File: config.mk
export PLATFORM = sky130hd
export DESIGN_NAME = instr_fetch_unit
export DESIGN_NICKNAME = d
export VERILOG_FILES = /design/src/rtl/instr_fetch_unit.sv
export SDC_FILE = /design/constraint.sdc
export NUM_CORES = 1
export LEC_CHECK = 0
export CELL_PAD_IN_SITES_DETAIL_PLACEMENT = 1
export CELL_PAD_IN_SITES_GLOBAL_PLACEMENT = 1
export CORE_MARGIN = 10
export CORE_UTILIZATION = 40
export CTS_CLUSTER_DIAMETER = 120
export DETAILED_ROUTE_END_ITERATION = 6
export HOLD_SLACK_MARGIN = 0.15
export PLACE_DENSITY = 0.91
export SETUP_SLACK_MARGIN = 0.15
export SYNTH_ARGS = -nofsm -noshare
export SYNTH_HDL_FRONTEND = slang
export SYNTH_SLANG_ARGS = --single-unit
File: constraint.sdc
create_clock -name Clk -period 3 [get_ports Clk]
set_input_delay 0.6 -clock Clk [delete_from_list [all_inputs] [get_ports Clk]]
set_output_delay 0.6 -clock Clk [all_outputs]
set_load 0.01 [all_outputs]
File: src/rtl/instr_fetch_unit.sv
// instr_fetch_unit: instruction fetch stage with wait-state, stall and redirect handling
module instr_fetch_unit #(
   parameter logic [31:0] RESET_PC = 32'h0000_0000,
   parameter logic [31:0] NOP_WORD = 32'h0000_0000
) (
   input  logic        Clk,
   input  logic        Rst,
   input  logic        Stall,
   input  logic        PCSrc,
   input  logic [31:0] BranchTarget,
   input  logic        Jump,
   input  logic [31:0] JumpTarget,
   output logic        IMemReq,
   output logic [31:0] IMemAddr,
   input  logic        IMemReady,
   input  logic [31:0] IMemData,
   output logic [31:0] PCAddResult,
   output logic [31:0] IF_Instruction,
   output logic        IF_Valid
);
   typedef enum logic [1:0] {FETCH, DRAIN, HOLD} state_t;
   state_t      r_state;
   logic [31:0] r_pc, r_redir, r_buf_instr, r_buf_pc4;
   logic        w_redirect;
   logic [31:0] w_target, w_pc4;
   // Jump wins over a taken branch; the fetch address is the PC itself
   always_comb begin
      w_redirect = Jump | PCSrc;
      w_target   = Jump ? JumpTarget : BranchTarget;
      w_pc4      = r_pc + 32'd4;
      IMemReq    = r_state != HOLD;
      IMemAddr   = r_pc;
   end
   // Fetch sequencing: in-flight requests are never aborted, so redirects wait in DRAIN
   always_ff @(posedge Clk) begin
      if (Rst) begin
         r_state        <= FETCH;
         r_pc           <= RESET_PC;
         r_redir        <= '0;
         r_buf_instr    <= '0;
         r_buf_pc4      <= '0;
         IF_Instruction <= NOP_WORD;
         IF_Valid       <= 1'b0;
         PCAddResult    <= '0;
      end else begin
         case (r_state)
            FETCH: begin
               if (w_redirect) begin
                  IF_Instruction <= NOP_WORD;
                  IF_Valid       <= 1'b0;
                  if (IMemReady) r_pc <= w_target;
                  else begin
                     r_redir <= w_target;
                     r_state <= DRAIN;
                  end
               end else if (IMemReady) begin
                  r_pc <= w_pc4;
                  if (Stall) begin
                     r_buf_instr <= IMemData;
                     r_buf_pc4   <= w_pc4;
                     r_state     <= HOLD;
                  end else begin
                     IF_Instruction <= IMemData;
                     IF_Valid       <= 1'b1;
                     PCAddResult    <= w_pc4;
                  end
               end else if (!Stall) begin
                  IF_Instruction <= NOP_WORD;
                  IF_Valid       <= 1'b0;
               end
            end
            DRAIN: begin
               if (w_redirect || !Stall) begin
                  IF_Instruction <= NOP_WORD;
                  IF_Valid       <= 1'b0;
               end
               if (IMemReady) begin
                  r_pc    <= w_redirect ? w_target : r_redir;
                  r_state <= FETCH;
               end else if (w_redirect) r_redir <= w_target;
            end
            HOLD: begin
               if (w_redirect) begin
                  IF_Instruction <= NOP_WORD;
                  IF_Valid       <= 1'b0;
                  r_pc           <= w_target;
                  r_state        <= FETCH;
               end else if (!Stall) begin
                  IF_Instruction <= r_buf_instr;
                  IF_Valid       <= 1'b1;
                  PCAddResult    <= r_buf_pc4;
                  r_state        <= FETCH;
               end
            end
            default: r_state <= FETCH;
         endcase
      end
   end
endmodule

==> run_results.csv <==
group,metric,value,unit
run_status,outcome,"finished, final reports clean",
synth,async_flop_share,0,
placed_design,io_buffers,199,
grt,antenna_found_initial,1,
worst_setup_path,worstSetupEndpointType,"primary output",
routing,drtIter0Drc,961,
routing,dr.pass1.iters,5,
finish,multi_input_area,5450,um2
routing,wl,38900,um
synth,synth_top_family_by_area,"compound AO/OA/AOI/OAI gates",
power_and_ir_drop,ir_drop,407,uV
flow_run,maxCapViolCount,0,
timing,slew_violations,0,
synth,ys.flop_type,"dfxtp_1",
routing,routedWlPerCell,22.5,um
power_and_ir_drop,power.leakage,4.51,nW
placed_design,dp.cells,1697,
cts,cts.clk_slew.worst_paths,0.08,ns
synth,synthMuxAreaShare,0.0545,
synth,synthXorXnorAreaFrac,0.0177,
grt,grt_remaining_overflow,0,
worst_setup_path,cp_max_fo,18,
synth,yosys_warnings,0,
floorplanning,floorplan.initialDensity,0.406,
finish,fin_nets,1499,
routing,detail-route-antenna-nets,0,
timing,whs,0.455,ns
floorplanning,fp-row-count,57,
cts,cts_tree,"yes",
timing,relSlewSlack,0.427,
synth,ys_types,71,
power_and_ir_drop,power.density,569,nW/um2
synth,netlist.area_leader.share,0.395,
timing,rsz0062_at_grt,"no",
cts,clk_path_buf_depth,2,
routing,route.detailed.drc,0,
cts,ctsHoldBuffers,0,
finish,synthToLayoutAreaGrowth,30.3,%
grt,grt_max_degree,164,
worst_setup_path,cp-start-kind,"register",
synth,synth-compound-area-share,0.259,
cts,htree_levels,4,
cts,cts.sinks,195,
timing,tns,0,ns
worst_setup_path,crit_type,"reg -> out",
floorplanning,die_w,177,um
synth,syn_inst,1244,
timing,fmax,363,MHz
grt,grt_util_all_layers,0.240,
worst_setup_path,arrival,2.15,ns
worst_setup_path,required,2.40,ns
timing,setup-violations-final,0,
cts,cts_inserted_buffers,17,
grt,grt_pass1_vias,10679,
placed_design,hpwlAfterDp,27400,um
cts,post-cts-setup-buffers,0,
synth,synthTopCellsByArea,"dfxtp_1 40%, a211oi_1 6.4%, nor2_1 5.5%",
timing,worst_pin_slew,0.859,ns
timing,worst_slack,0.247,ns
finish,seqCellArea,3900,um2
synth,synth_simple_gate_area_frac,0.210,
floorplanning,dieHeight,177,um
synth,yosysTopAreaCell,"dfxtp_1",
finish,drive_gt1_frac,0.0769,
synth,synth_seq_area_share,0.395,
floorplanning,fp.dieArea,31400,um2
floorplanning,pin_count,200,
placed_design,place_ws,0.205,ns
synth,synth.avg_cell_area,7.94,um2
grt,grt_pass1_wl,60900,um
floorplanning,core,24300,um2
cts,ctsRootBufferMaster,"clkbuf_16",
placed_design,gp_congestion,0.899,
worst_hold_path,hp-class,"reg -> reg",
timing,skew,0.0159,ns
synth,synth_nets,1351,
timing,final-hold-violation-count,0,
routing,via_per_inst,6.04,
cts,clkLatencyLatePin,0.45,ns
synth,synth-adder-area-share,0.00633,
finish,fin_cells,1730,
timing,period_needed,2.75,ns
synth,synth_edf_count,0,
finish,fillers,2838,
synth,ys_ff_latch,195,
timing,final.period_utilization,0.918,
routing,num_vias,10450,
synth,synthesis.area,9880,um2
## through the flow
step / cell area (um2) / power, W / util
5_1_grt: 12900 / 0.00760 / 0.529
3_3_place_gp: 12200 / 0.00482 / 0.503
4_1_cts: 12900 / 0.00730 / 0.529
6_report: 12900 / 0.00732 / 0.529
3_5_place_dp: 12200 / 0.00490 / 0.503
2_1_floorplan: 9880 / 0.00400 / -
## sequential cells by signal, indices dropped and copies added, names as in the netlist
signal          flops
IF_Valid            1
PCAddResult        32
r_state             2
IMemAddr           32
r_redir            32
r_buf_pc4          32
r_buf_instr        32
IF_Instruction     32
## critical path, stage by stage (launching register included)
cell and delay (ns):
dfxtp_1 0.34, inv_1 0.16, ha_4 0.33, clkinvlp_4 0.30
clkdlybuf4s50_1 0.57
## where the power goes
part           total [W]  switching (W)  leakage, nW  internal, W
logic            0.00187        0.00107         2.62     0.000799
clock network    0.00242        0.00126        0.302      0.00116
registers        0.00303       0.000244         1.59      0.00279
total            0.00732        0.00258         4.51      0.00475
## per-layer routing
| layer | track usage | share of wire | vias up |
|---|---|---|---|
| met2 | 0.385 | 0.48 | 415 |
| met4 | 0.0827 | 0.023 | 0 |
| li1 | - | - | 4838 |
| met1 | 0.314 | 0.43 | 5146 |
| met5 | 0 | 0 | - |
| met3 | 0.0504 | 0.072 | 51 |
## final timing paths
kind | start | to | slack (ns) | depth (start not counted)
setup reg to reg | r_state[1] | IMemAddr[26] | 0.33 | 8
hold / removal | PCAddResult[9] | PCAddResult[9] | 0.45 | 2
setup / recovery | r_state[0] | IMemReq | 0.25 | 4
hold reg to reg | PCAddResult[9] | PCAddResult[9] | 0.45 | 2
## cell usage in the layout, fill, tap and decap left out, types with 19 or more instances in the layout
cell	n
o211ai_1	23
nor3_1	41
clkdlybuf4s50_1	197
mux2i_1	47
nand3_1	29
a211oi_1	84
nand2_1	140
buf_4	36
dfxtp_1	195
a22oi_1	36
nand2b_1	19
a21oi_1	104
nor2_1	143
o21ai_0	66
## final cells by class
class                           instances  share of cell area
Antenna cell                            1            0.000194
Clock buffer                           17              0.0330
Clock inverter                         15              0.0155
Inverter                               15             0.00466
Multi-Input combinational cell        920               0.423
Sequential cell                       195               0.303
Tap cell                              324              0.0315
Timing Repair Buffer                  243               0.189
## what timing repair did
action                                 4_1_cts  5_1_grt
resized for setup                            2        0
setup endpoints to repair                    1        0
endpoints found under the hold margin        0        0
## kinds of logic after synthesis
group	count (synthesis)
and+or+nand+nor	449
DFF	195
adders and majority gates	5
muxes	53
xor gates and xnor gates	20
buffers and inverters	129
AOI/OAI and AO/OA	393
## synth_stat cells, types with 4 or more instances
| master | count |
|---|---|
| a22oi_1 | 36 |
| buf_4 | 7 |
| and3_1 | 10 |
| xnor2_1 | 16 |
| a211oi_1 | 84 |
| nor3b_1 | 4 |
| o21bai_1 | 4 |
| o211ai_1 | 23 |
| inv_1 | 15 |
| nand2_1 | 140 |
| clkbuf_1 | 64 |
| mux2i_1 | 47 |
| ha_1 | 5 |
| nor4_1 | 11 |
| a31oi_1 | 13 |
| a31o_2 | 4 |
| nand4_1 | 17 |
| o31a_1 | 4 |
| nor2_1 | 145 |
| dfxtp_1 | 195 |
| o21ai_0 | 66 |
| o221ai_1 | 6 |
| buf_2 | 39 |
| mux2_2 | 6 |
| or3_1 | 4 |
| nand2b_1 | 19 |
| and4_1 | 6 |
| o22ai_1 | 11 |
| nand3_1 | 29 |
| nor3_1 | 42 |
| xor2_1 | 4 |
| a21oi_1 | 104 |
(Power assumes the default switching activity.)
